## config.mk

```make
export PLATFORM = sky130hd
export DESIGN_NAME = temporizador_regressivo
export DESIGN_NICKNAME = d
export VERILOG_FILES = /design/src/rtl/temporizador_pkg.sv /design/src/rtl/binario_para_bcd.sv /design/src/rtl/temporizador_regressivo.sv
export SDC_FILE = /design/constraint.sdc
export NUM_CORES = 1
export LEC_CHECK = 0
export CAP_MARGIN = 20
export CORE_AREA = 2 2 66 68
export DETAILED_ROUTE_END_ITERATION = 16
export DIE_AREA = 0 0 68 70
export PLACE_DENSITY = 0.8
export SYNTH_ARGS = -nofsm -noshare
export SYNTH_HDL_FRONTEND = slang
export SYNTH_SLANG_ARGS = --single-unit
```

## constraint.sdc

```tcl
create_clock -name clock -period 3.3 [get_ports clock]
set_input_delay 0.495 -clock clock [delete_from_list [all_inputs] [get_ports clock]]
set_output_delay 0.495 -clock clock [all_outputs]
set_load 0.005 [all_outputs]
```

## src/rtl/temporizador_pkg.sv

```systemverilog
// rtl/temporizador_pkg.sv - shared types and constants for the countdown irrigation timer
package temporizador_pkg;

   typedef enum logic [1:0] {
      OCIOSO   = 2'd0,
      CONTANDO = 2'd1,
      PAUSADO  = 2'd2,
      FIM      = 2'd3
   } estado_t;

   typedef logic [3:0] bcd_t;

   // MM:SS as four BCD digits, most significant first
   typedef struct packed {
      bcd_t dm;
      bcd_t um;
      bcd_t ds;
      bcd_t us;
   } tempo_t;

   localparam int LIMITE_SEGUNDOS = 59;
   localparam int DIGITO_MAX      = 9;
   localparam int DEZENA_MAX      = 5;

   function automatic logic tempo_zerado(input tempo_t t);
      return (t == '0);
   endfunction

endpackage

```

## src/rtl/binario_para_bcd.sv

```systemverilog
// rtl/binario_para_bcd.sv - clamps a 6-bit binary field to LIMITE and splits it into BCD tens/units
module binario_para_bcd
   import temporizador_pkg::*;
#(
   parameter int LIMITE = LIMITE_SEGUNDOS
) (
   input  logic [5:0] binario,
   output logic [3:0] dezena,
   output logic [3:0] unidade
);

   logic [5:0] limitado;

   always_comb begin
      limitado = (binario > 6'(LIMITE)) ? 6'(LIMITE) : binario;
      dezena   = 4'(limitado / 6'd10);
      unidade  = 4'(limitado % 6'd10);
   end

endmodule

```

## src/rtl/temporizador_regressivo.sv

```systemverilog
// rtl/temporizador_regressivo.sv - MM:SS countdown timer with pause, abort and end-of-cycle pulse
// Optional periodic reload of the last loaded value: define TEMPORIZADOR_RECARGA_EN
module temporizador_regressivo
   import temporizador_pkg::*;
#(
   parameter int MAX_MINUTOS  = 59,
   parameter int MAX_SEGUNDOS = 59
) (
   input  logic       clock,
   input  logic       resetN,
   input  logic       umSegundo,
   input  logic       carregar,
   input  logic [5:0] minutosCarga,
   input  logic [5:0] segundosCarga,
   input  logic       pausar,
   input  logic       cancelar,
   output logic [3:0] dezenaMinuto,
   output logic [3:0] unidadeMinuto,
   output logic [3:0] dezenaSegundos,
   output logic [3:0] unidadeSegundos,
   output logic       ativo,
   output logic       fimPulso
);

   estado_t estado_q, estado_d;
   tempo_t  tempo_q, tempo_d;
   tempo_t  tempo_carga, tempo_dec;
   logic    ativo_q, ativo_d;
   logic    fim_q, fim_d;
   bcd_t    carga_dm, carga_um, carga_ds, carga_us;

`ifdef TEMPORIZADOR_RECARGA_EN
   tempo_t  retido_q, retido_d;
`endif

   binario_para_bcd #(.LIMITE(MAX_MINUTOS)) u_minutos (
      .binario (minutosCarga),
      .dezena  (carga_dm),
      .unidade (carga_um)
   );

   binario_para_bcd #(.LIMITE(MAX_SEGUNDOS)) u_segundos (
      .binario (segundosCarga),
      .dezena  (carga_ds),
      .unidade (carga_us)
   );

   always_comb begin
      tempo_carga = '{dm: carga_dm, um: carga_um, ds: carga_ds, us: carga_us};
   end

   // Borrow chain; 00:00 is held rather than wrapped
   always_comb begin
      tempo_dec = tempo_q;
      if (!tempo_zerado(tempo_q)) begin
         if (tempo_q.us != 4'd0) begin
            tempo_dec.us = tempo_q.us - 4'd1;
         end else begin
            tempo_dec.us = 4'(DIGITO_MAX);
            if (tempo_q.ds != 4'd0) begin
               tempo_dec.ds = tempo_q.ds - 4'd1;
            end else begin
               tempo_dec.ds = 4'(DEZENA_MAX);
               if (tempo_q.um != 4'd0) begin
                  tempo_dec.um = tempo_q.um - 4'd1;
               end else begin
                  tempo_dec.um = 4'(DIGITO_MAX);
                  if (tempo_q.dm != 4'd0) begin
                     tempo_dec.dm = tempo_q.dm - 4'd1;
                  end
               end
            end
         end
      end
   end

   always_comb begin
      estado_d = estado_q;
      tempo_d  = tempo_q;
`ifdef TEMPORIZADOR_RECARGA_EN
      retido_d = retido_q;
`endif
      if (cancelar) begin
         estado_d = OCIOSO;
         tempo_d  = '0;
`ifdef TEMPORIZADOR_RECARGA_EN
         retido_d = '0;
`endif
      end else if (carregar) begin
         tempo_d = tempo_carga;
         if (tempo_zerado(tempo_carga)) begin
            estado_d = OCIOSO;
         end else begin
            estado_d = pausar ? PAUSADO : CONTANDO;
`ifdef TEMPORIZADOR_RECARGA_EN
            retido_d = tempo_carga;
`endif
         end
      end else begin
         unique case (estado_q)
            CONTANDO: begin
               if (pausar) begin
                  estado_d = PAUSADO;
               end else if (umSegundo) begin
                  tempo_d = tempo_dec;
                  if (tempo_zerado(tempo_dec)) begin
                     estado_d = FIM;
                  end
               end
            end
            PAUSADO: begin
               if (!pausar) begin
                  estado_d = CONTANDO;
               end
            end
            FIM: begin
               tempo_d  = '0;
               estado_d = OCIOSO;
`ifdef TEMPORIZADOR_RECARGA_EN
               if (!tempo_zerado(retido_q)) begin
                  tempo_d  = retido_q;
                  estado_d = pausar ? PAUSADO : CONTANDO;
               end
`endif
            end
            default: begin
               estado_d = OCIOSO;
            end
         endcase
      end
   end

   // Outputs are decoded from the next state so they appear registered alongside it
   always_comb begin
      ativo_d = (estado_d == CONTANDO) || (estado_d == PAUSADO);
      fim_d   = (estado_d == FIM);
   end

   always_ff @(posedge clock or negedge resetN) begin
      if (!resetN) begin
         estado_q <= OCIOSO;
         tempo_q  <= '0;
         ativo_q  <= 1'b0;
         fim_q    <= 1'b0;
      end else begin
         estado_q <= estado_d;
         tempo_q  <= tempo_d;
         ativo_q  <= ativo_d;
         fim_q    <= fim_d;
      end
   end

`ifdef TEMPORIZADOR_RECARGA_EN
   always_ff @(posedge clock or negedge resetN) begin
      if (!resetN) begin
         retido_q <= '0;
      end else begin
         retido_q <= retido_d;
      end
   end
`endif

   assign dezenaMinuto    = tempo_q.dm;
   assign unidadeMinuto   = tempo_q.um;
   assign dezenaSegundos  = tempo_q.ds;
   assign unidadeSegundos = tempo_q.us;
   assign ativo           = ativo_q;
   assign fimPulso        = fim_q;

endmodule

```

### After elaboration in Yosys (flattened, before gate mapping)

Cells that the tools add are included.

| word-level totals | value |
|---|---|
| word-level logic and storage cells | 59 |
| bits of input ports | 18 |
| register bits | 20 |

| operators by class | value |
|---|---|
| divide/modulo/power cells | 4 |
| reduce and logical (&&, ||, !) cells | 10 |
| equality and inequality tests | 8 |
| muxes and demuxes | 24 |
| add/subtract/negate cells | 4 |
| order comparisons | 2 |

Operators by type and width:

| cell | count |
|---|---|
| $mux W16 | 5 |
| $logic_not A16 Y1 | 3 |
| $pmux W16 S2 | 1 |
| $mux W4 | 5 |
| $reduce_bool A4 Y1 | 5 |
| $mux W2 | 8 |
| $sub A4 B1 Y4 const B | 4 |
| $div A6 B4 Y6 const B | 2 |
| $gt A6 B6 Y1 const B | 2 |
| $mod A6 B4 Y6 const B | 2 |
| $mux W12 | 1 |
| $mux W6 | 2 |
| $eq A2 B2 Y1 const B | 4 |
| $mux W8 | 1 |
| $ne A4 B4 Y1 const B | 2 |
| $eq A2 B1 Y1 const B | 2 |
| $pmux W2 S2 | 1 |
| $reduce_and A3 Y1 | 1 |
| $logic_or A1 B1 Y1 | 1 |

### Longest topological paths before layout

Gate-level depths: netlist of run 1.

| logic depth | value |
|---|---|
| word-level depth | 15 |
| gate-level depth with buffers | 12 |

### Hierarchy

A second synthesis of run 1 with hierarchy kept.

| second synthesis, totals | value |
|---|---|
| cells, all modules | 286 |
| area total of the unflattened synthesis | 2298.5 sq um |

By module, submodules not included:

| module | cells an instance | area an instance (sq um) | instances | sequential area each (sq um) |
|---|---|---|---|---|
| temporizador_regressivo | 178 | 1463.9 | 1 | 500.5 |
| binario_para_bcd (u_minutos) | 52 | 447.9 | 1 | 0.0 |
| binario_para_bcd (u_segundos) | 56 | 386.6 | 1 | 0.0 |

### Least setup slack after synthesis of run 1

Ideal clock, no wire load.

| timing | value |
|---|---|
| path type | input to register |
| from | input port segundosCarga[3] |
| to | register ativo_q, in the netlist ativo |
| setup slack | 603 ps |
| cell stages on the path | 11 |
| data required time | 3174 ps |
| setup time | 126 ps |
| data arrival time | 2572 ps |
| cells stage by stage | buf_2 > clkbuf_1 > ha_1 > nand3b_1 > a221o_1 > o311ai_1 > nand2b_1 > nor4_1 > a211o_1 > nor2_1 > ha_1 |

| on the way | value |
|---|---|
| word-level cells in the longest chain between the ends | 9 |

RTL lines:

| item | line | RTL |
|---|---|---|
| from (decl) | temporizador_regressivo.sv:14 | `input logic [5:0] segundosCarga,` |
| $gt A6 B6 Y1 | binario_para_bcd.sv:15 | `limitado = (binario > 6'(LIMITE)) ? 6'(LIMITE) : binario;` |
| $mux W6 * | binario_para_bcd.sv:15 |  |
| $mod A6 B4 Y6 / $div A6 B4 Y6 (equally long branches) | binario_para_bcd.sv:17, binario_para_bcd.sv:16 |  |
| $logic_not A16 Y1 * | temporizador_pkg.sv:26 | `return (t == '0);` |
| $mux W2 * | temporizador_regressivo.sv:91 | `if (tempo_zerado(tempo_carga)) begin` |
| $mux W2 * | temporizador_regressivo.sv:89 | `end else if (carregar) begin` |
| $mux W2 * | temporizador_regressivo.sv:83 | `if (cancelar) begin` |
| net estado_d[1] | temporizador_regressivo.sv:25 | `estado_t estado_q, estado_d;` |
| $eq A2 B1 Y1 / $eq A2 B2 Y1 (equally long branches) | temporizador_regressivo.sv:135 | `ativo_d = (estado_d == CONTANDO) \|\| (estado_d == PAUSADO);` |
| $logic_or A1 B1 Y1 * | temporizador_regressivo.sv:135 |  |
| net ativo_d | temporizador_regressivo.sv:28 | `logic ativo_q, ativo_d;` |
| to (signal assigned) | temporizador_regressivo.sv:148 | `ativo_q <= ativo_d;` |
| to (decl) | temporizador_regressivo.sv:28 |  |

The timed path passes the listed nets; every way through them passes the cells marked *.
A chain may end at the register's enable or synchronous reset.

### Worst setup path in the final report of run 1

| timing | value |
|---|---|
| from | input port segundosCarga[4] |
| to | register ativo_q, in the netlist ativo |

The elaborated chain is that of the path after synthesis.

==> results.cfg, run 1 <==
[outcome]
status = completed

[worst_setup_path]
worstPathCellList = clkdlybuf4s50_1, inv_1, ha_1, nand3b_1, a221o_1, o311ai_1, nand2b_1, nor4_1, a211o_1, nor2_1, ha_1
endpoint_kind = register
critPathSlowestCell = clkdlybuf4s50_1
regToRegStartpoint = dezenaSegundos[0]
cp_max_fo = 7
cp.required_ns = 3.46
arrival_ns = 3.09
r2r-end = ativo
endpoint = ativo
rr_worst_depth = 8
critPathLaunch = segundosCarga[4]
ff2ff_setup_slack_ns = 0.61
cpMostUsedCell = ha_1
max_stage_delay_ns = 0.47
critical_path_class = primary input to register
start_kind = primary input

[detailed_routing]
wl_per_cell_um = 15.6
viasPerCell = 6.23
dr.pass1.iters = 5
wl_um = 5680
final_antenna_net_count = 0
num_vias = 2267
drtIter0Drc = 213
drc_errors = 0

[timing]
setup_violations = 0
setup_tns_ns = 0
worst_pin_slew_ns = 0.932
fmax_mhz = 341
hold_viol = 0
skew_ns = 0.00241
max-slew-margin-rel = 0.377
finalCritPeriodShare = 0.888
period_minus_slack_ns = 2.93
rsz0062_at_grt = false
drv_slew = 0

[cells_and_area]
instances_no_fill = 364
layout_commonest_cell = clkdlybuf4s50_1
diodes = 0
drive_gt1_frac = 0.0801
final_cell_mix = clkdlybuf4s50_1, nand2_1, nor2_1
fin_nets = 340
area_growth_pct = 21.5
fillCellCount = 383
finish.instance_area_mm2 = 0.00259

[yosys]
synth_area_mm2 = 0.00213
synth_top_family_by_area = compound AO/OA/AOI/OAI gates
syn_inst = 282
synth_fa_ha_area_frac = 0.0528
synthSimpleGateAreaFrac = 0.298
synth_seq_cells = 20
syn_nets = 309
synth_edf_count = 0
ys_warn_count = 0
synthMuxAreaShare = 0.0193
ys_seq_area_frac = 0.234
yosysUniqueCellTypes = 63
synthFlopType = dfrtp_1
synth-xor-area-share = 0.00410
avgSynthCellArea_um2 = 7.57
synth_compound_area_frac = 0.331
async_flop_share = 1.00

[global_route]
grt_max_degree = 21
grt_pass1_vias = 2054
antenna_found_initial = 0
grt_pass1_wl_um = 9430
grtUsageTotal = 0.251
grt-ovfl-total = 0

[clock_network]
clkTransAtPathRegs_ns = 0.08
numCtsBuffers = 3
h-tree-depth = 1
cts-root-buf = clkbuf_8
ctsHoldBuffers = 0
cts_max_path_buffers = 2
cts_resized = 0
cts_setup_buffers = 0
tritoncts = built
clkLatencyLatePin_ns = 0.27
clkSinkCount = 20

[die]
core_mm2 = 0.00414
num_rows = 24
dieArea_mm2 = 0.00476
start_util = 0.515
die_h_um = 70
die_w_um = 68
io-pin-count = 36

[flow_run]
maxCapViolations = 0

[place]
dp.cells = 360
placedInstanceArea_mm2 = 0.00254
portBuffers = 35
place.gp.congestion = 0.955
dp_hpwl_um = 4270

[power]
power_w = 0.000887
p_leak_nw = 1.03
ir_drop_mv = 0.146
p_per_area_mw_per_mm2 = 342

[hold_path]
hold_class = register to register
-- registers in the layout, indices dropped and copies added (netlist names) --
| name | count |
|---|---|
| unidadeMinuto | 4 |
| dezenaSegundos | 4 |
| ativo | 1 |
| unidadeSegundos | 4 |
| dezenaMinuto | 4 |
| estado_q | 2 |
| fimPulso | 1 |
-- worst min-delay path by stage --
stage / endpoint / slack (ns) / from / depth (start not counted)
detailed placement: dezenaMinuto[3] / 0.57 / dezenaMinuto[3] / 2
global route: dezenaSegundos[3] / 0.63 / dezenaSegundos[3] / 1
finish: dezenaMinuto[3] / 0.58 / dezenaMinuto[3] / 2
floorplan: ativo / 0.20 / resetN / 0
global placement: dezenaMinuto[3] / 0.57 / dezenaMinuto[3] / 2
CTS: dezenaMinuto[3] / 0.59 / dezenaMinuto[3] / 2
-- synthesized netlist by cell type (3+ instances only) --
cell type	count	area share
o22ai_1	7	0.021
nand4_1	3	0.0088
nor2_1	25	0.044
ha_1	9	0.053
nor4_2	3	0.018
nor3_1	10	0.023
inv_1	17	0.030
or3_1	3	0.0088
a22o_1	7	0.029
nand2_1	27	0.047
dfrtp_1	20	0.23
nand3_1	3	0.0070
buf_2	4	0.0094
o21ai_0	23	0.054
o31ai_1	4	0.014
a221oi_1	3	0.012
mux2i_1	3	0.014
nand2b_1	8	0.023
clkbuf_1	12	0.021
or2_2	4	0.012
nor2b_1	6	0.018
a31oi_1	4	0.012
a21oi_1	17	0.040
a211oi_1	7	0.025
nor4_1	3	0.0088
-- per-stage QoR --
| step | hold WS, ns | setup slack (ns) | utilization |
|---|---|---|---|
| after CTS | 0.586 | 0.381 | 0.626 |
| after floorplan | 0.199 | 0.603 | - |
| after global placement | 0.566 | 0.182 | 0.612 |
| after global routing | 0.625 | 0.189 | 0.626 |
| after detailed placement | 0.566 | 0.0957 | 0.612 |
| final | 0.582 | 0.370 | 0.626 |
-- report_power, final --
group | leakage, nW | switching [W] | internal (W)
clock network | 0.0288 | 0.0000927 | 0.000107
registers | 0.267 | 0.0000398 | 0.000266
logic | 0.738 | 0.000204 | 0.000178
total | 1.03 | 0.000336 | 0.000551
-- cells by family (layout without fill, tap and decap cells) --
kind of cell | after synthesis | count (layout)
mux | 4 | 4
flops | 20 | 20
xor+xnor | 1 | 1
compound gates | 101 | 101
simple gates | 114 | 114
buf+inv | 33 | 63
fa+ha+maj | 9 | 9
-- layout make-up --
class | count | area (µm²) | area share
Timing Repair Buffer | 42 | 403 | 0.155
Tap cell | 52 | 65.1 | 0.0251
Inverter | 17 | 63.8 | 0.0246
Sequential cell | 20 | 500 | 0.193
Multi-Input combinational cell | 229 | 1510 | 0.581
Clock buffer | 4 | 55.1 | 0.0212
-- worst max-delay path, delay by kind of cell --
family | cells | cell delay (ns)
adders and majority gates | 2 | 0.62
AOI/OAI and AO/OA | 3 | 0.78
buffers and inverters | 2 | 0.55
and+or+nand+nor | 4 | 0.64
-- routing by layer --
metal	track usage	share of wire
met1	0.332	0.45
met2	0.413	0.48
met5	0	0
met4	0.0956	0.029
met3	0.0258	0.039
Note: power is estimated with default switching activity, not from simulation.
==> run 2, diff against run 1 <==
--- a/config.mk
+++ b/config.mk
@@ -6,10 +6,11 @@
 export NUM_CORES = 1
 export LEC_CHECK = 0
 export CAP_MARGIN = 20
-export CORE_AREA = 2 2 66 68
+export CORE_AREA = 2 2 68 70
 export DETAILED_ROUTE_END_ITERATION = 16
-export DIE_AREA = 0 0 68 70
+export DIE_AREA = 0 0 70 72
 export PLACE_DENSITY = 0.8
 export SYNTH_ARGS = -nofsm -noshare
 export SYNTH_HDL_FRONTEND = slang
+export SYNTH_HIERARCHICAL = 1
 export SYNTH_SLANG_ARGS = --single-unit
==> run 2 against run 1 <==
Register-to-register slack worse by 0.18 ns. Synthesized cell count is 1.4% higher. Flip-flop and latch count stayed put. Sequential share of layout area is 3.2 points lower. Critical path type unchanged. Highest routed layer unchanged.
==> results.cfg, run 2 <==
[clock_network]
numCtsBuffers = 3
cts_max_path_buffers = 2
clkSinkCount = 20
tritoncts = built
clkLatencyLatePin_ns = 0.26
cts-root-buf = clkbuf_8
h-tree-depth = 1
ctsHoldBuffers = 0
clkTransAtPathRegs_ns = 0.08

[yosys]
ys_warn_count = 6
avgSynthCellArea_um2 = 8.04
syn_inst = 286
synthFlopType = dfrtp_1
yosysMostFrequentCell = o21ai_0
yosysUniqueCellTypes = 80
synth_edf_count = 0
ys_seq_area_frac = 0.218
yosysTopAreaCell = dfrtp_1
synth_top_area_share = 0.218
syn_nets = 313
synth_area_mm2 = 0.00230
synth_seq_cells = 20
synthTopCellsByCount = o21ai_0, nand2_1, a21oi_1
ys_top_cells_by_area = dfrtp_1, o21ai_0, a21oi_1
async_flop_share = 1.00

[cells_and_area]
drive_gt1_frac = 0.298
finish.instance_area_mm2 = 0.00311
final-seq-area_um2 = 500
area_growth_pct = 35.2
fin_nets = 387
diodes = 0
instances_no_fill = 411
layout_commonest_cell = buf_4
fillCellCount = 315
multi_input_area_mm2 = 0.00172
final_cell_mix = buf_4, o21ai_0, clkdlybuf4s50_1
final_util = 0.729

[worst_setup_path]
cp.required_ns = 3.45
max_stage_delay_ns = 0.32
crit_family = simple AND/OR/NAND/NOR gates
endpoint_kind = register
critical_path_class = primary input to register
cp_max_fo = 3
worstPathCellList = buf_2, inv_2, ha_4, nor2b_4, nor3b_2, nor4_2, nor2_1, ha_2, and2_4, a211o_1, nor4_2, nand4_1, and2_4, a31oi_2, a2bb2oi_2, a21oi_2, ha_1
critPathSlowestCell = nor4_2
path_buf_inv = 2
start_kind = primary input
cp.depth = 17
arrival_ns = 3.30
rr_worst_depth = 9

[power]
power_w = 0.00107
p_per_area_mw_per_mm2 = 343
ir_drop_mv = 0.350
p_leak_nw = 1.29

[die]
io-pin-count = 36
num_rows = 24
die_h_um = 72
dieArea_mm2 = 0.00504
die_w_um = 70
start_util = 0.539
core_mm2 = 0.00426

[place]
portBuffers = 35
place.gp.congestion = 0.961
dp.cells = 401
placedInstanceArea_mm2 = 0.00293
dp_hpwl_um = 4650

[timing]
fmax_mhz = 317
period_minus_slack_ns = 3.15
rsz0062_at_grt = false
max-slew-margin-rel = 0.395
worst_pin_slew_ns = 0.905
setup_violations = 0
hold_ws_ns = 0.577
skew_ns = 0.00650
hold_viol = 0
finalCritPeriodShare = 0.955
drv_slew = 0

[global_route]
grt_use_met3 = 0.0417
grt_pass1_vias = 2459
grt_pass1_wl_um = 10700
grtUsageTotal = 0.256
grt_use_met1 = 0.321
grt-ovfl-total = 0
grt_max_degree = 21
grt.met2_usage = 0.433
antenna_found_initial = 0
busiest_layer = met2

[outcome]
status = completed

[detailed_routing]
dr.pass1.iters = 7
viasPerCell = 6.26
final_antenna_net_count = 0
wl_per_cell_um = 15.6
drc_errors = 0
num_vias = 2572
wl_um = 6410
drtIter0Drc = 241

[flow_run]
maxCapViolations = 0

[hold_path]
min_path_cells = 1
hold_class = register to register
[run 2: cell families after synthesis]
kind of cell / after synthesis / synth area share
and+or+nand+nor: 114 / 0.290
AOI/OAI and AO/OA: 104 / 0.329
buffers and inverters: 30 / 0.0795
DFF: 20 / 0.218
adders and majority gates: 11 / 0.0582
muxes: 4 / 0.0185
other: 2 / 0.00327
xor gates and xnor gates: 1 / 0.00381
[run 2: repair_timing]
item,CTS,global route
endpoints found under the setup margin,3,2
pin swaps,12,5
buffers inserted,6,0
hold endpoints to repair,0,0
resized for setup,26,4
cloned,0,0
[run 2: power breakdown]
| part | switching, W | internal (W) | total, W |
|---|---|---|---|
| Clock | 0.0000854 | 0.000106 | 0.000192 |
| Combinational | 0.000274 | 0.000281 | 0.000555 |
| Sequential | 0.0000500 | 0.000270 | 0.000320 |
| Total | 0.000409 | 0.000657 | 0.00107 |
[run 2: cell type report]
type | count | area share
multi-input combinational | 236 | 0.553
timing repair buffer | 86 | 0.231
clock buffer | 4 | 0.0177
tap | 52 | 0.0209
sequential | 20 | 0.161
inverter | 13 | 0.0165
[run 2: worst paths after layout]
| check | slack (ns) | endpoint | start |
|---|---|---|---|
| max reg2reg | 0.43 | ativo | dezenaMinuto[1] |
| min reg2reg | 0.58 | dezenaMinuto[1] | dezenaMinuto[1] |
| max | 0.15 | ativo | segundosCarga[4] |
| min | 0.58 | dezenaMinuto[1] | dezenaMinuto[1] |
| max in group asynchronous | 2.00 | dezenaSegundos[0] | resetN |
| min in group asynchronous | 0.74 | unidadeMinuto[2] | resetN |
[run 2: worst register-to-register path, cell delays in order, from the launching register on]
cell	delay [ns]
dfrtp_1	0.42
inv_1	0.11
ha_1	0.21
or3b_2	0.52
nor4_4	0.32
nor2_2	0.07
a2111oi_2	0.35
a41oi_1	0.24
a21oi_1	0.26
ha_1	0.26
[run 2: metal layers]
layer / routed length [µm] / share of wire / vias up
li1: - / - / 1217
met3: 432 / 0.067 / 30
met4: 265 / 0.041 / 0
met2: 2990 / 0.47 / 120
met1: 2720 / 0.42 / 1205
met5: 0 / 0 / -
[run 2: metrics by stage]
| step | TNS (ns) | setup WS [ns] |
|---|---|---|
| after CTS | 0 | 0.0669 |
| after global routing | 0 | 0.0175 |
| final | 0 | 0.147 |
| after global placement | -1.41 | -0.533 |
| after detailed placement | -1.61 | -0.591 |
| after floorplan | 0 | 0.00861 |
==> run 3, diff against run 2 <==
--- a/config.mk
+++ b/config.mk
@@ -9,6 +9,7 @@
 export CORE_AREA = 2 2 68 70
 export DETAILED_ROUTE_END_ITERATION = 16
 export DIE_AREA = 0 0 70 72
+export GPL_ROUTABILITY_DRIVEN = 0
 export PLACE_DENSITY = 0.8
 export SYNTH_ARGS = -nofsm -noshare
 export SYNTH_HDL_FRONTEND = slang
==> run 3 against run 2 <==
Fmax up 1.3%. Power rose by 5.9%. Clock power rose by 31%. Global-route usage down 0.50 points. Critical path type unchanged.
==> results.cfg, run 3 (same netlist as run 2, synthesis figures left out) <==
[clock_network]
clkSinkCount = 20
ctsHoldBuffers = 0
tritoncts = built
cts-root-buf = clkbuf_8
clkTransAtPathRegs_ns = 0.08
clkLatencyLatePin_ns = 0.27
cts_max_path_buffers = 2
h-tree-depth = 1
numCtsBuffers = 3

[detailed_routing]
wl_um = 6530
viasPerCell = 6.24
wl_per_cell_um = 15.8
dr.pass1.iters = 5
final_antenna_net_count = 0
drtIter0Drc = 277
num_vias = 2578
drc_errors = 0

[power]
p_leak_nw = 1.33
p_per_area_mw_per_mm2 = 361
power_w = 0.00113
ir_drop_mv = 0.414

[global_route]
grt_max_degree = 21
grt_pass1_wl_um = 10500
antenna_found_initial = 0
busiest_layer = met2
grt_pass1_vias = 2413
grtUsageTotal = 0.251
grt-ovfl-total = 0
grt_use_met1 = 0.312
grt.met2_usage = 0.449
grt_use_met3 = 0.0431

[timing]
skew_ns = 0.00262
drv_slew = 0
period_minus_slack_ns = 3.11
fmax_mhz = 321
setup_violations = 0
max-slew-margin-rel = 0.396
hold_ws_ns = 0.559
hold_viol = 0
fin_ws_ns = 0.187
worst_pin_slew_ns = 0.903
finalCritPeriodShare = 0.943

[hold_path]
hold_class = register to register
hp-start = dezenaMinuto[1]
worstHoldEndpoint = dezenaMinuto[1]
min_path_cells = 1

[outcome]
status = completed

[place]
dp_hpwl_um = 4600
portBuffers = 35
pre_cts_ws_ns = -0.637

[cells_and_area]
drive_gt1_frac = 0.307
fin_nets = 389
final_util = 0.734
layout_commonest_cell = buf_4
area_growth_pct = 36.2
diodes = 0
final_cell_mix = buf_4, o21ai_0, clkdlybuf4s50_1

[worst_setup_path]
max_stage_delay_ns = 0.32
path_buf_inv = 2
ff2ff_setup_slack_ns = 0.45
r2r-end = ativo
start_kind = primary input
crit_family = simple AND/OR/NAND/NOR gates
worstPathCellList = buf_2, inv_2, ha_4, nor2b_4, nor3b_2, nor4_2, nor2_1, ha_2, and2_4, a211o_1, nor4_2, nand4_1, and2_4, a31oi_4, a2bb2oi_2, a21oi_2, ha_1
cp.required_ns = 3.46
rr_worst_depth = 9
cp_max_fo = 3
cp.depth = 17
regToRegStartpoint = dezenaMinuto[1]
endpoint_kind = register
arrival_ns = 3.27
critPathSlowestCell = nor4_2
critical_path_class = primary input to register

[die]
core_mm2 = 0.00426
start_util = 0.539
dieArea_mm2 = 0.00504
die_w_um = 70
num_rows = 24
die_h_um = 72
io-pin-count = 36

[flow_run]
maxCapViolations = 0
[run 3: changes by cell type in the layout (fill, tap and decap cells not counted), moves of 2 or more]
cell | before | now
dlymetal6s2s_1 | 0 | 3
clkbuf_2 | 0 | 2
dlygate4sd2_1 | 4 | 1
clkdlybuf4s50_1 | 29 | 27
[run 3: through the flow]
step,TNS (ns),area [µm²],std cells
after floorplan,0,2310,286
after global placement,-1.40,2940,402
after detailed placement,-1.77,2940,402
after CTS,0,3080,410
after global routing,-0.0248,3130,413
final,0,3130,413
[run 3: worst max-delay path by stage]
stage / from / to / slack (ns)
2_1_floorplan: segundosCarga[3] / ativo / 0.009
3_3_place_gp: segundosCarga[3] / ativo / -0.53
3_5_place_dp: segundosCarga[3] / ativo / -0.64
4_1_cts: segundosCarga[4] / ativo / 0.01
5_1_grt: segundosCarga[4] / ativo / -0.02
6_report: segundosCarga[4] / ativo / 0.19
[run 3: cell type report]
class / instances / area [µm²]
clock inverter: 1 / 30.0
sequential: 20 / 500
multi-input combinational: 236 / 1700
inverter: 13 / 51.3
fill: 316 / 1130
tap: 52 / 65.1
timing repair buffer: 88 / 738
clock buffer: 3 / 41.3
[run 3: where the power goes]
part           switching [W]  internal, W  total, W  leakage, nW
registers          0.0000493     0.000270  0.000319        0.268
clock network      0.0000903     0.000162  0.000252       0.0357
logic               0.000276     0.000282  0.000558         1.03
[run 3: repair_timing]
item                       4_1_cts  5_1_grt
setup endpoints to repair        3        3
hold endpoints to repair         0        0
pin swaps                       11       10
cloned                           0        0
setup buffers                    4        3
gates resized for setup         22       13
[run 3: routing by layer]
metal  vias up  wire, µm
li1       1223         -
met1      1213      2720
met2       123      3240
met3        19       441
met4         0       128
met5         -         0
==> edit, RTL diff (config.mk and constraints of run 1) <==
Register the outputs `dezenaMinuto`, `unidadeMinuto`, `dezenaSegundos` and `unidadeSegundos`, cleared by the reset; this adds one clock of latency there. The other outputs are not delayed to match.
--- a/src/rtl/temporizador_regressivo.sv
+++ b/src/rtl/temporizador_regressivo.sv
@@ -162,6 +162,15 @@
 
-   assign dezenaMinuto    = tempo_q.dm;
-   assign unidadeMinuto   = tempo_q.um;
-   assign dezenaSegundos  = tempo_q.ds;
-   assign unidadeSegundos = tempo_q.us;
+   always_ff @(posedge clock or negedge resetN) begin
+      if (!resetN) begin
+         dezenaMinuto    <= '0;
+         unidadeMinuto   <= '0;
+         dezenaSegundos  <= '0;
+         unidadeSegundos <= '0;
+      end else begin
+         dezenaMinuto    <= tempo_q.dm;
+         unidadeMinuto   <= tempo_q.um;
+         dezenaSegundos  <= tempo_q.ds;
+         unidadeSegundos <= tempo_q.us;
+      end
+   end
    assign ativo           = ativo_q;
Check against the original RTL: not equivalent (Yosys sat finds a counterexample within 4 cycles, from zero or initial values and one cycle with resetN low).
==> edit against run 1 <==
Core utilization up 14 points. Synthesized area rose by 23%. Synthesized cell count up 11%. Cell area up 22%. Routed wire length increased by 12%. Fmax down 6.3%. Sequential cell count rose by 16. Clock power grew 92%. Non-clock buffer count increased by 7. First-iteration DRC count rose by 7.5%. Clock skew rose by 0.0030 ns. Total power increased by 59%. Worst setup slack worse by 0.20 ns. Count of clock-buffer cells in the layout rose by 2. Critical endpoint unchanged.
==> edit: results (changes against run 1) <==
.. list-table::
   :header-rows: 1

   * - Metric
     - Value
   * - Run status
     - complete, no violations
   * - Number of antenna violations at the first check in global routing
     - 0 (unchanged)
   * - Dominant synthesized flop cell
     - sky130_fd_sc_hd__dfrtp_1
   * - Iter 0 DRT Violations
     - 229 (+7.5%)
   * - Proportion of total power due to net switching
     - 33.0% (-4.9 points)
   * - Most frequent cells after synthesis
     - sky130_fd_sc_hd__dfrtp_1 (36), sky130_fd_sc_hd__o21ai_0 (31), sky130_fd_sc_hd__nor2_1 (22)
   * - Register-to-register path setup slack
     - 0.17 ns (-0.44 ns)
   * - Synthesized netlist net count
     - 342 (+11%)
   * - Post-synth cell types
     - 60 (-4.8%)
   * - Max Buffers Root-to-Sink
     - 2 (unchanged)
   * - Area contributors post-synth
     - sky130_fd_sc_hd__dfrtp_1 (34%), sky130_fd_sc_hd__o21ai_0 (5.9%), sky130_fd_sc_hd__ha_1 (5.3%)
   * - Metal-1 WL
     - 2.70 mm (+4.7%)
   * - Worst hold start
     - tempo_q[15]
   * - GRT Overall Usage
     - 28.7% (+3.6 points)
   * - DRT Pass-1 Iters
     - 6 (+1)
   * - Number of diodes added for antenna fixing
     - 0 (unchanged)
   * - Peak ir drop on the vdd network
     - 0.000206 V (+42%)
   * - Weighted congestion at the end of routability-driven global placement
     - 0.903 (-5.4%)
   * - Count of filler cells inserted in the layout
     - 325 (-15%)
   * - Drt via density
     - 6.48 (+4.1%)
   * - First-pass GRT wire length
     - 10.7 mm (+13%)
   * - Max Used Layer
     - met4
   * - Register bank with the most flops
     - tempo_q
   * - Worst skew pair latency
     - 0.29 ns (+0.02 ns)
   * - Buffer type at the clock tree root
     - sky130_fd_sc_hd__clkbuf_8
   * - Amount of wire on met3 after detailed routing
     - 395 um (+76%)
   * - Reg2Reg Capture Point
     - ativo
   * - Path depth of the worst reg2reg path
     - 10 (+2)
   * - Max H-tree Level
     - 2 (+1)
   * - Leak pwr
     - 1.36 nW (+32%)
   * - Startpoint-to-endpoint class of the critical path
     - register to register
   * - Startpoint of the most critical register-to-register path
     - tempo_q[12]
   * - Class of the tightest hold or removal check
     - register to register
   * - Nets@finish
     - 380 (+12%)
   * - Number of global-route vias before repair
     - 2,382 (+16%)
   * - Slew at the pin closest to its max-slew limit
     - 0.672 ns (-0.261 ns)
   * - Num CTS Buffers
     - 5 (+2)
   * - Hold EP
     - dezenaMinuto[3]
   * - Layout cell share with drive strength beyond 1
     - 9.38% (+1.4 points)
   * - Maximum number of pins on one net before global-route repair
     - 37 (+76%)
   * - Drt wl/cell
     - 15.7 um (+0.72%)
   * - Data arrival time at the worst-slack endpoint
     - 3.30 ns (+0.21 ns)
   * - Layout Skew
     - 0.00541 ns (+0.00300 ns)
   * - Hold Path Cell Cnt
     - 0 (-2)
   * - Count of buffers from port buffering
     - 35 (unchanged)
   * - Max Slew Vio Count
     - 0 (unchanged)
   * - Cell area after placement
     - 0.00306 mm2 (+21%)
   * - Detailed-placement wirelength estimate
     - 4.59 mm (+7.5%)
   * - Routed met2 length
     - 3.11 mm (+15%)
   * - Sequential cell area fraction in the yosys report
     - 34.4% (+11 points)
-- edit: cell types whose count changed after synthesis, sizes merged, moves of 5 or more --
cell           run 1  this run
o21ai             24        31
nor2b              6        11
a221oi             5         0
a21o               0         5
o211ai             2        10
clkbuf            12        17
dfrtp             20        36
nand2             27        20
-- edit: critical path: stages, from the launching register on --
cell,delay (ns)
sky130_fd_sc_hd__dfrtp_1,0.45
sky130_fd_sc_hd__inv_1,0.09
sky130_fd_sc_hd__ha_1,0.16
sky130_fd_sc_hd__or3b_2,0.51
sky130_fd_sc_hd__or3_1,0.42
sky130_fd_sc_hd__o21ai_0,0.27
sky130_fd_sc_hd__nand4_1,0.15
sky130_fd_sc_hd__nor3_2,0.26
sky130_fd_sc_hd__o211ai_1,0.13
sky130_fd_sc_hd__a22oi_1,0.28
sky130_fd_sc_hd__ha_1,0.29
-- edit: routing by layer --
| layer | vias to the layer above | global-route usage (%) |
|---|---|---|
| met5 | - | 0 |
| met4 | 0 | 10.2 |
| met3 | 14 | 4.83 |
| met2 | 111 | 46.4 |
| met1 | 1250 | 38.0 |
| li1 | 1244 | - |
-- edit: per-stage QoR --
step	util (%)	hold WS, ns	std cells	power (mW)	setup slack [ns]
finish	76.6	0.454	404	1.41	0.172
global route	76.6	0.462	404	1.49	0.0560
CTS	76.5	0.443	404	1.41	0.182
detailed placement	73.9	0.417	396	1.02	0.141
global placement	73.9	0.420	396	1.01	0.199
floorplan	-	0.199	313	0.855	0.304
-- edit: timing repair --
| item | 4_1_cts | 5_1_grt |
|---|---|---|
| resized for setup | 0 | 1 |
| hold buffers | 0 | 0 |
| endpoints found under the setup margin | 0 | 1 |
| endpoints found under the hold margin | 0 | 0 |
-- edit: cells by family (layout without fill, tap and decap cells) --
group | count (synthesis) | in the layout | share of synthesized area, %
muxes | 1 | 1 | 0.382
DFF | 36 | 36 | 34.4
AOI/OAI and AO/OA | 115 | 115 | 29.8
buffers and inverters | 37 | 76 | 5.59
xor gates and xnor gates | 2 | 2 | 0.669
and+or+nand+nor | 110 | 110 | 23.5
adders and majority gates | 12 | 12 | 5.64
-- edit: layout make-up --
type                       instances  area (um2)  area share, %
tap                               52        65.1           2.05
clock buffer                       6        72.6           2.29
sequential                        36         901           28.4
clock inverter                     2        35.0           1.10
inverter                          19        71.3           2.25
timing repair buffer              49         455           14.3
multi-input combinational        240        1580           49.6
-- edit: power by group through the flow --
stage	clock network, mW	registers, mW	logic (mW)
4_1_cts	0.387	0.541	0.479
3_3_place_gp	0	0.547	0.462
2_1_floorplan	0	0.536	0.319
6_report	0.382	0.544	0.486
5_1_grt	0.410	0.550	0.534
3_5_place_dp	0	0.549	0.474
